<file path="src/rtl/ex_mdu_pkg.sv">
// Shared operation codes, FSM encoding and decode helpers for the EX-stage
// RV32M multiply/divide unit.
package ex_mdu_pkg;

    localparam int ALU_OP_W = 8;
    typedef logic [ALU_OP_W-1:0] alu_op_t;

    localparam alu_op_t ALU_OP_NOP    = 8'h00;
    localparam alu_op_t ALU_OP_ADD    = 8'h20;
    localparam alu_op_t ALU_OP_MUL    = 8'h40;
    localparam alu_op_t ALU_OP_MULH   = 8'h41;
    localparam alu_op_t ALU_OP_MULHSU = 8'h42;
    localparam alu_op_t ALU_OP_MULHU  = 8'h43;
    localparam alu_op_t ALU_OP_DIV    = 8'h44;
    localparam alu_op_t ALU_OP_DIVU   = 8'h45;
    localparam alu_op_t ALU_OP_REM    = 8'h46;
    localparam alu_op_t ALU_OP_REMU   = 8'h47;

    typedef enum logic [1:0] {
        MDU_IDLE = 2'd0,
        MDU_BUSY = 2'd1,
        MDU_DONE = 2'd2
    } mdu_state_e;

    localparam int MDU_ITER = 32;
    localparam int CNT_W    = $clog2(MDU_ITER);

    // sel_hi_rem selects the high product word for mul ops, the remainder for div ops.
    typedef struct packed {
        logic is_m;
        logic is_div;
        logic sel_hi_rem;
        logic s1_signed;
        logic s2_signed;
    } mdu_op_t;

    function automatic mdu_op_t decode_op(input alu_op_t op);
        mdu_op_t d;
        d = '0;
        unique case (op)
            ALU_OP_MUL:    d = '{is_m: 1'b1, is_div: 1'b0, sel_hi_rem: 1'b0, s1_signed: 1'b1, s2_signed: 1'b1};
            ALU_OP_MULH:   d = '{is_m: 1'b1, is_div: 1'b0, sel_hi_rem: 1'b1, s1_signed: 1'b1, s2_signed: 1'b1};
            ALU_OP_MULHSU: d = '{is_m: 1'b1, is_div: 1'b0, sel_hi_rem: 1'b1, s1_signed: 1'b1, s2_signed: 1'b0};
            ALU_OP_MULHU:  d = '{is_m: 1'b1, is_div: 1'b0, sel_hi_rem: 1'b1, s1_signed: 1'b0, s2_signed: 1'b0};
            ALU_OP_DIV:    d = '{is_m: 1'b1, is_div: 1'b1, sel_hi_rem: 1'b0, s1_signed: 1'b1, s2_signed: 1'b1};
            ALU_OP_DIVU:   d = '{is_m: 1'b1, is_div: 1'b1, sel_hi_rem: 1'b0, s1_signed: 1'b0, s2_signed: 1'b0};
            ALU_OP_REM:    d = '{is_m: 1'b1, is_div: 1'b1, sel_hi_rem: 1'b1, s1_signed: 1'b1, s2_signed: 1'b1};
            ALU_OP_REMU:   d = '{is_m: 1'b1, is_div: 1'b1, sel_hi_rem: 1'b1, s1_signed: 1'b0, s2_signed: 1'b0};
            default:       d = '0;
        endcase
        return d;
    endfunction

    // Magnitude as an unsigned 32-bit value; 0x80000000 maps onto itself.
    function automatic logic [31:0] abs32(input logic [31:0] x, input logic is_signed);
        return (is_signed && x[31]) ? (~x + 32'd1) : x;
    endfunction

endpackage

</file>
<file path="src/rtl/ex_mdu_step.sv">
// One iteration of the MDU datapath: right-shifting shift-add multiply or
// restoring trial-subtract divide.
module mdu_step
    import ex_mdu_pkg::*;
(
    input  logic        is_div_i,
    input  logic [63:0] acc_i,   // mul: product accumulator; div: partial remainder in [32:0]
    input  logic [31:0] opa_i,   // mul: shifting multiplier; div: dividend/quotient shift register
    input  logic [31:0] opb_i,   // mul: multiplicand; div: divisor
    output logic [63:0] acc_o,
    output logic [31:0] opa_o
);

    logic [32:0] sum;
    logic [32:0] shifted;
    logic [33:0] trial;

    always_comb begin
        // NOTE: every output and temporary gets a default first so no latch is inferred.
        sum     = '0;
        shifted = '0;
        trial   = '0;
        acc_o   = acc_i;
        opa_o   = opa_i;
        if (!is_div_i) begin
            sum   = {1'b0, acc_i[63:32]} + (opa_i[0] ? {1'b0, opb_i} : 33'd0);
            acc_o = {sum, acc_i[31:1]};
            opa_o = {1'b0, opa_i[31:1]};
        end else begin
            shifted = {acc_i[31:0], opa_i[31]};
            trial   = {1'b0, shifted} - {2'b00, opb_i};
            if (!trial[33]) begin
                acc_o = {31'd0, trial[32:0]};
                opa_o = {opa_i[30:0], 1'b1};
            end else begin
                acc_o = {31'd0, shifted};
                opa_o = {opa_i[30:0], 1'b0};
            end
        end
    end

endmodule

</file>
<file path="src/rtl/ex_mdu.sv">
// Iterative RV32M multiply/divide unit: stalls the pipeline for the duration of
// an M operation, then presents the result for exactly one cycle.
module ex_mdu
    import ex_mdu_pkg::*;
(
    input  logic                clk,
    input  logic                rst,
    input  logic [ALU_OP_W-1:0] aluop_i,
    input  logic [31:0]         reg1_i,
    input  logic [31:0]         reg2_i,
    input  logic                cancel_i,
    output logic                stallreq_o,
    output logic [31:0]         result_o,
    output logic                result_valid_o
);

    mdu_state_e       state_q, state_d;
    logic [CNT_W-1:0] cnt_q, cnt_d;
    logic [63:0]      acc_q, acc_d;
    logic [31:0]      opa_q, opa_d;
    logic [31:0]      opb_q, opb_d;
    mdu_op_t          info_q, info_d;
    logic             neg_q, neg_d;
    logic [31:0]      result_q, result_d;

    mdu_op_t     dec;
    logic        s1_neg, s2_neg;
    logic [31:0] mag1, mag2;
    logic        div_zero, div_ovf;
    logic [63:0] step_acc;
    logic [31:0] step_opa;
    logic [63:0] prod;
    logic [31:0] mul_res, div_raw, div_res;

    assign dec      = decode_op(aluop_i);
    assign s1_neg   = dec.s1_signed & reg1_i[31];
    assign s2_neg   = dec.s2_signed & reg2_i[31];
    assign mag1     = abs32(reg1_i, dec.s1_signed);
    assign mag2     = abs32(reg2_i, dec.s2_signed);
    assign div_zero = (reg2_i == 32'd0);
    assign div_ovf  = dec.s1_signed && (reg1_i == 32'h8000_0000) && (reg2_i == 32'hFFFF_FFFF);

    mdu_step u_step (
        .is_div_i (info_q.is_div),
        .acc_i    (acc_q),
        .opa_i    (opa_q),
        .opb_i    (opb_q),
        .acc_o    (step_acc),
        .opa_o    (step_opa)
    );

    // Sign correction applied to the outcome of the final iteration.
    assign prod    = neg_q ? (~step_acc + 64'd1) : step_acc;
    assign mul_res = info_q.sel_hi_rem ? prod[63:32] : prod[31:0];
    assign div_raw = info_q.sel_hi_rem ? step_acc[31:0] : step_opa;
    assign div_res = neg_q ? (~div_raw + 32'd1) : div_raw;

    always_comb begin
        state_d    = state_q;
        cnt_d      = cnt_q;
        acc_d      = acc_q;
        opa_d      = opa_q;
        opb_d      = opb_q;
        info_d     = info_q;
        neg_d      = neg_q;
        result_d   = result_q;
        stallreq_o = 1'b0;

        unique case (state_q)
            MDU_IDLE: begin
                if (dec.is_m) begin
                    stallreq_o = 1'b1;
                    info_d     = dec;
                    cnt_d      = '0;
                    acc_d      = '0;
                    if (dec.is_div) begin
                        opa_d = mag1;
                        opb_d = mag2;
                        neg_d = dec.sel_hi_rem ? s1_neg : (s1_neg ^ s2_neg);
                    end else begin
                        opa_d = mag2;
                        opb_d = mag1;
                        neg_d = s1_neg ^ s2_neg;
                    end
                    if (dec.is_div && div_zero) begin
                        result_d = dec.sel_hi_rem ? reg1_i : 32'hFFFF_FFFF;
                        state_d  = MDU_DONE;
                    end else if (dec.is_div && div_ovf) begin
                        result_d = dec.sel_hi_rem ? 32'd0 : 32'h8000_0000;
                        state_d  = MDU_DONE;
                    end else begin
                        state_d = MDU_BUSY;
                    end
                end
            end
            MDU_BUSY: begin
                stallreq_o = 1'b1;
                acc_d      = step_acc;
                opa_d      = step_opa;
                cnt_d      = cnt_q + 1'b1;
                if (cnt_q == CNT_W'(MDU_ITER - 1)) begin
                    result_d = info_q.is_div ? div_res : mul_res;
                    state_d  = MDU_DONE;
                end
            end
            MDU_DONE: state_d = MDU_IDLE;
            default:  state_d = MDU_IDLE;
        endcase

        // A killed EX instruction releases the pipeline at once and never produces a result.
        if (cancel_i) begin
            stallreq_o = 1'b0;
            state_d    = MDU_IDLE;
            result_d   = result_q;
        end
    end

    always_ff @(posedge clk) begin
        // NOTE: sequential state uses non-blocking assignments only.
        if (rst) begin
            state_q  <= MDU_IDLE;
            cnt_q    <= '0;
            result_q <= '0;
        end else begin
            state_q  <= state_d;
            cnt_q    <= cnt_d;
            result_q <= result_d;
        end
    end

    // NOTE: datapath registers are always loaded in IDLE before use, so they carry no reset.
    always_ff @(posedge clk) begin
        acc_q  <= acc_d;
        opa_q  <= opa_d;
        opb_q  <= opb_d;
        info_q <= info_d;
        neg_q  <= neg_d;
    end

    assign result_o       = result_q;
    assign result_valid_o = (state_q == MDU_DONE);

endmodule

</file>
<file path="config.mk">
export PLATFORM = sky130hd
export DESIGN_NAME = ex_mdu
export DESIGN_NICKNAME = d
export VERILOG_FILES = /design/src/rtl/ex_mdu_pkg.sv /design/src/rtl/ex_mdu_step.sv /design/src/rtl/ex_mdu.sv
export SDC_FILE = /design/constraint.sdc
export NUM_CORES = 1
export LEC_CHECK = 0
export ABC_AREA = 0
export CAP_MARGIN = 10
export CORE_MARGIN = 1.5
export CORE_UTILIZATION = 35
export CTS_BUF_LIST = sky130_fd_sc_hd__clkbuf_4 sky130_fd_sc_hd__clkbuf_8
export DETAILED_ROUTE_END_ITERATION = 8
export GPL_ROUTABILITY_DRIVEN = 0
export GPL_TIMING_DRIVEN = 0
export PLACE_DENSITY_LB_ADDON = 0.2
export SYNTH_ARGS = -nofsm -noshare
export SYNTH_HDL_FRONTEND = slang
export SYNTH_SLANG_ARGS = --single-unit
</file>
<file path="constraint.sdc">
create_clock -name clk -period 5.6 [get_ports clk]
set_clock_uncertainty 0.05 [all_clocks]
set_input_delay 0.84 -clock clk [delete_from_list [all_inputs] [get_ports clk]]
set_output_delay 0.84 -clock clk [all_outputs]
set_load 0.1 [all_outputs]
</file>
## Yosys cells after proc, flatten, opt, wreduce, memory -nomap -nowiden

Cells that the tools add are included.

| storage, ports and cells | value |
|---|---|
| output and inout port bits | 34 |
| logic and storage cells | 92 |
| bits in registers | 170 |
| input bits | 75 |

| cells by class | value |
|---|---|
| mux-type cells | 38 |
| reduce and logical (&&, ||, !) cells | 14 |
| eq/ne operators | 16 |
| bitwise logic cells | 8 |
| add/sub/neg operators | 7 |

Operators with widths:

| cell | number |
|---|---|
| 32-bit 2-to-1 mux | 17 |
| 64-bit 2-to-1 mux | 3 |
| 32-bit one-hot mux with 2 select lines | 2 |
| 64-bit one-hot mux with 2 select lines | 1 |
| 32-bit by 1-bit adder with 32-bit output (second input constant) | 3 |
| 32-bit inverter | 3 |
| 64-bit by 1-bit adder with 64-bit output (second input constant) | 1 |
| 32-bit equality test (second input constant) | 2 |
| 8-bit by 7-bit equality test with 1-bit output (second input constant) | 8 |
| 64-bit inverter | 1 |
| 5-bit one-hot mux with 8 select lines | 1 |
| 33-bit by 32-bit subtractor with 34-bit output | 1 |
| 32-bit by 33-bit adder with 33-bit output | 1 |
| 33-bit 2-to-1 mux | 1 |
| 32-bit logical NOT | 1 |
| 5-bit one-hot mux with 2 select lines | 1 |
| 2-bit 2-to-1 mux | 4 |
| 1-bit logical AND | 6 |
| 2-bit AND reduction | 3 |
| 5-bit by 1-bit adder with 5-bit output (second input constant) | 1 |
| 5-bit equality test (second input constant) | 1 |
| 1-bit 2-to-1 mux | 5 |
| 5-bit 2-to-1 mux | 1 |
| 5-bit AND reduction | 1 |
| 12 further kinds | 14 |

## Logic depth before layout (Yosys ltp)

| logic depth | value |
|---|---|
| depth in word-level cells | 10 |
| gate-level depth with buffers | 22 |
| mapped depth without buffers | 18 |

## Cells and area by module

A second synthesis with hierarchy kept.

| unflattened totals | value |
|---|---|
| cell total of the unflattened synthesis | 2,168 |
| area, all modules | 17,470.5 um^2 |

By module, submodules not included:

| module | area each (um^2) | sequential area each (um^2) | times used | cells an instance |
|---|---|---|---|---|
| ex_mdu | 12,519.5 | 4,714.5 | 1 | 1,405 |
| mdu_step | 4,951.0 | 0.0 | 1 | 763 |

## Worst setup path before layout

No wires, ideal clock.

| timing path | value |
|---|---|
| kind | register to register |
| start | register info_q[3] (netlist name) |
| end | register result_q[28], in the netlist result_o[28] |
| stages on the path, launching flop included | 20 |
| slack | 0.554 ns |
| required time | 5.463 ns |
| arrival | 4.909 ns |
| cells stage by stage | edfxtp_1 > clkbuf_1 > clkbuf_1 > clkbuf_1 > buf_1 > buf_2 > buf_2 > clkbuf_1 > clkbuf_1 > clkbuf_1 > a31o_2 > ha_1 > and3_1 > nand3_1 > or4_4 > buf_2 > nor4_1 > mux2i_1 > a21oi_1 > o31ai_1 |

| between the ends | value |
|---|---|
| cells in the longest elaborated chain, start to end | 8 |
| elaborated cells between the ends (all ways) | 13 |
| classes of those cells | add/sub (2); mux (9); bitwise (2) |

RTL lines:

| what | RTL line | RTL |
|---|---|---|
| from (decl) | ex_mdu.sv:22 | `mdu_op_t info_q, info_d;` |
| from (signal assigned) | ex_mdu.sv:136 | `info_q <= info_d;` |
| 64-bit 2-to-1 mux / 32-bit 2-to-1 mux (equally long branches) | ex_mdu_step.sv:25 | `if (!is_div_i) begin` |
| 64-bit inverter / 32-bit 2-to-1 mux (equally long branches) | ex_mdu.sv:53, ex_mdu.sv:55 |  |
| 64-bit by 1-bit adder with 64-bit output / 32-bit inverter (equally long branches) | ex_mdu.sv:53, ex_mdu.sv:56 |  |
| 64-bit 2-to-1 mux / 32-bit by 1-bit adder with 32-bit output (equally long branches) | ex_mdu.sv:53, ex_mdu.sv:56 |  |
| 32-bit 2-to-1 mux (on tied branches) | ex_mdu.sv:54, ex_mdu.sv:56 |  |
| 32-bit 2-to-1 mux * | ex_mdu.sv:102 | `result_d = info_q.is_div ? div_res : mul_res;` |
| 32-bit 2-to-1 mux * | ex_mdu.sv:101 | `if (cnt_q == CNT_W'(MDU_ITER - 1)) begin` |
| 32-bit one-hot mux with 2 select lines * | ex_mdu.sv:69 | `unique case (state_q)` |
| to (signal assigned) | ex_mdu.sv:127 | `result_q <= result_d;` |
| to (decl) | ex_mdu.sv:24 | `logic [31:0] result_q, result_d;` |

Mark *: on every way between the ends. The rest lies on a longest branch, timed or not. The select of a mux whose other input is x is not followed.
A chain may end at the register's enable or synchronous reset.

## Worst setup path in the final report

| timing path | value |
|---|---|
| start | register opb_q[26] |
| end | register result_q[24], in the netlist result_o[24] |

| between the ends | value |
|---|---|
| cells in the longest elaborated chain, start to end | 10 |
| elaborated cells between the ends (all ways) | 16 |
| classes of those cells | add/sub (3); mux (11); bitwise (2) |

RTL lines:

| what | RTL line | RTL |
|---|---|---|
| from (decl) | ex_mdu.sv:21 | `logic [31:0] opb_q, opb_d;` |
| from (signal assigned) | ex_mdu.sv:135 | `opb_q <= opb_d;` |
| 33-bit by 32-bit subtractor with 34-bit output * | ex_mdu_step.sv:31 | `trial = {1'b0, shifted} - {2'b00, opb_i};` |
| 33-bit 2-to-1 mux / 1-bit 2-to-1 mux (equally long branches) | ex_mdu_step.sv:32 | `if (!trial[33]) begin` |
| 64-bit 2-to-1 mux / 32-bit 2-to-1 mux (equally long branches) | ex_mdu_step.sv:25 |  |
| 64-bit inverter / 32-bit 2-to-1 mux (equally long branches) | ex_mdu.sv:53, ex_mdu.sv:55 |  |
| 64-bit by 1-bit adder with 64-bit output / 32-bit inverter (equally long branches) | ex_mdu.sv:53, ex_mdu.sv:56 |  |
| 64-bit 2-to-1 mux / 32-bit by 1-bit adder with 32-bit output (equally long branches) | ex_mdu.sv:53, ex_mdu.sv:56 |  |
| 32-bit 2-to-1 mux (on tied branches) | ex_mdu.sv:54, ex_mdu.sv:56 |  |
| 32-bit 2-to-1 mux * | ex_mdu.sv:102 |  |
| 32-bit 2-to-1 mux * | ex_mdu.sv:101 |  |
| 32-bit one-hot mux with 2 select lines * | ex_mdu.sv:69 |  |

Marked as above.

==> summary.txt <==
RR Endpoint = result_o[24]$_SDFFE_PP0P_
dominant synthesized flop cell = edfxtp_1
static leakage = 8.24 nW
Synth Area in Simple Gates = 0.241
busiest layer in global routing = met2
met3 usage = 0.106
DIE HEIGHT = 234 µm
area share of fa/ha/maj cells after synthesis = 0.0496
reg-to-reg slack, setup = -0.08 ns
H-tree Lvls = 4
Post-Synth XOR/XNOR Area = 0.0711
Post-DRT Antenna Nets = 0
area grow syn2layout = 19.3%
R2R depth = 20
HPWL Detailed = 75.1 mm
largest family of logic cells by synthesized area = compound AO/OA/AOI/OAI gates
layout cells sized above 1 = 0.125
WHS Endpoint = result_o[7]$_SDFFE_PP0P_
post-synth top area cell = edfxtp_1
CTS root buffer = clkbuf_8
first-pass GRT wire length = 135 mm
largest net degree at the start of global routing = 52
Fin Hold WS = 0.457 ns
most numerous cell in the Yosys netlist = nand2_1
Setup CP Type = reg -> reg
Routed wire per std cell = 29.0 µm
mux cell area share after synthesis = 0.0613
status = complete, but fails checks
initial antenna violation count = 1
Slew Viols, Final = 6
IO buf count = 108
final WL = 95.5 mm
total congestion overflow = 0
GRT met2 Usage = 0.493
hold buffer count at cts = 0
peak supply drop = 0.000131 V
core area = 52800 µm²
Yosys top cell area share = 0.210
Req. time, crit path = 6.01 ns
Syn Nets = 2547
Netlist cell types = 113
vias in the first global route = 19.9k
GR Util All Layers = 0.339
startpoint type of the worst setup path = register
Hold WC Path Type = reg -> reg
warnings from Yosys = 0
post-synthesis compound-gate area fraction = 0.278
Rel. slew slack = -0.0185
cell count of the worst hold path = 2
synthesized area per cell = 7.80 µm²
Max clock buf depth = 2
final-report hold violation count = 0
post-synthesis async set-or-reset flop share = 0
Post-synth top cells = 250 x nand2_1, 230 x nor2_1, 207 x a21oi_1
RR Startpoint = opb_q[26]$_DFFE_PP_
Post-Syn Instances = 2399
RSZ-0062 raised after global routing = true
worst skew pair latency = 0.56 ns
register bit total from synthesis = 170
vias = 22.0k
initial DRC count = 3232
Slew @ Worst Pin = 1.51 ns
Synth area leaders = edfxtp_1 21%, a21oi_1 5.5%, mux2i_1 5.3%
final routed DRC violation total = 0
Worst EP arrival = 6.09 ns
Die Wd = 234 µm
Netlist Area Pre-Place = 18700 µm²
Pwr Total = 3.09 mW
critical path peak fanout = 10
setup slack after layout = -0.0817 ns
MaxCap Viol Count = 1
die area = 54900 µm²
HP Start = result_o[7]$_SDFFE_PP0P_
Cell Area, Placed = 20700 µm²
ant diodes = 0
CTS tree = yes
# IOs = 109
Clock Sinks = 170
DR pass1 iterations = 8
number of nets in the layout = 2742
fin crit period = 5.68 ns
Max Fclk = 176 MHz
critical path endpoint category = register
Final Cell Area = 22300 µm²
register area share after synthesis = 0.252
post-DR vias/cell = 6.68
Num CTS Buffers = 17
final worst-path cycle share = 1.01
clk slew on worst S/H paths = 0.11 ns
# setup viols final = 11
violated checks = max-capacitance violations, max-slew violations, negative setup slack
M1 GR Usage = 0.437
Starting Density = 0.355
PD cells = 138 nW/µm²
# rows = 84
number of synthesized flops with an enable pin = 131
layout by cell type, fill, tap and decap left out, drive strengths merged, types with 14 or more instances in the layout:
cell type      count
a31oi             40
or2               18
nand2            251
nand4             30
clkdlybuf4s50    108
a211oi            27
buf              119
o21ai            171
ha                71
mux2i            100
o211ai            32
and3              32
inv               76
nand3             58
edfxtp           131
nor4              32
xor2              77
and2              62
xnor2             75
o41ai             17
clkbuf           113
nand2b            17
or4               16
nor3              68
o21bai            14
o31ai             37
o21a              30
dfxtp             39
or3               24
a21o              30
a21oi            210
nor2             230
nor2b             26
kinds of logic after synthesis:
| family | count (synthesis) |
|---|---|
| xor+xnor | 152 |
| simple gates | 906 |
| buf+inv | 216 |
| mux | 110 |
| compound gates | 772 |
| fa+ha+maj | 73 |
| flops | 170 |
metrics by stage:
stage | setup WS, ns | setup TNS (ns) | instances | util
after floorplan | 0.554 | 0 | 2399 | -
after global placement | -2.39 | -137.90 | 3195 | 0.392
after detailed placement | -2.40 | -59.87 | 3198 | 0.393
after CTS | -0.0711 | -0.0900 | 3256 | 0.408
after global routing | -0.0767 | -0.309 | 3295 | 0.423
final | -0.0817 | -0.421 | 3295 | 0.423
worst max-delay path: stages, from the launching register on:
cell and delay (ns):
edfxtp_1 0.56, inv_1 0.09, ha_1 0.30, buf_4 0.15, nand4_1 0.19, nor4_4 0.39, nand2_2 0.11, buf_4 0.16
o221ai_4 0.30, buf_4 0.19, o21ai_4 0.10, or3_1 0.43, o2bb2ai_2 0.18, or4_1 0.41, buf_2 0.19, or4_4 0.50
buf_4 0.24, o41ai_4 0.33, xor2_1 0.35, nor2_1 0.16, o32ai_2 0.24
how the worst max path moves through the flow:
stage | endpoint | startpoint | cells past startpoint
6_report | result_o[24]$_SDFFE_PP0P_ | opb_q[26]$_DFFE_PP_ | 20
3_5_place_dp | result_o[0]$_SDFFE_PP0P_ | info_q[3]$_DFFE_PP_ | 19
3_3_place_gp | result_o[4]$_SDFFE_PP0P_ | info_q[3]$_DFFE_PP_ | 19
2_1_floorplan | result_o[28]$_SDFFE_PP0P_ | info_q[3]$_DFFE_PP_ | 19
4_1_cts | result_o[24]$_SDFFE_PP0P_ | opb_q[28]$_DFFE_PP_ | 22
5_1_grt | result_o[24]$_SDFFE_PP0P_ | opb_q[18]$_DFFE_PP_ | 21
power breakdown:
group	internal (mW)	leakage, nW	switching, mW
logic	0.256	6.52	0.469
clock network	0.368	0.198	0.605
registers	1.37	1.53	0.0227
total	1.99	8.24	1.10
repair_timing:
action / 4_1_cts / 5_1_grt
gates resized for setup: 70 / 118
buffers inserted: 27 / 42
setup endpoints to repair: 59 / 32
pin swaps: 12 / 21
cell type report:
cell class,count,area [µm²]
Fill cell,5427,30400
Clock inverter,15,154
Clock buffer,17,234
Buffer,143,692
Multi-Input combinational cell,2013,13800
Sequential cell,170,4710
Tap cell,688,861
Timing Repair Buffer,180,1650
Inverter,69,263
registers in the layout, indices dropped and copies added (netlist names):
signal,count
acc_q,64
cnt_q,5
info_q,2
neg_q,1
opa_q,32
opb_q,32
result_o,32
state_q,2
layer usage:
layer  vias up  share of wire
li1       9390              -
met1     10503           0.38
met5         -        0.00010
met4         2          0.073
met3       396           0.14
met2      1727           0.41
Power figures use the tool's default switching activity.
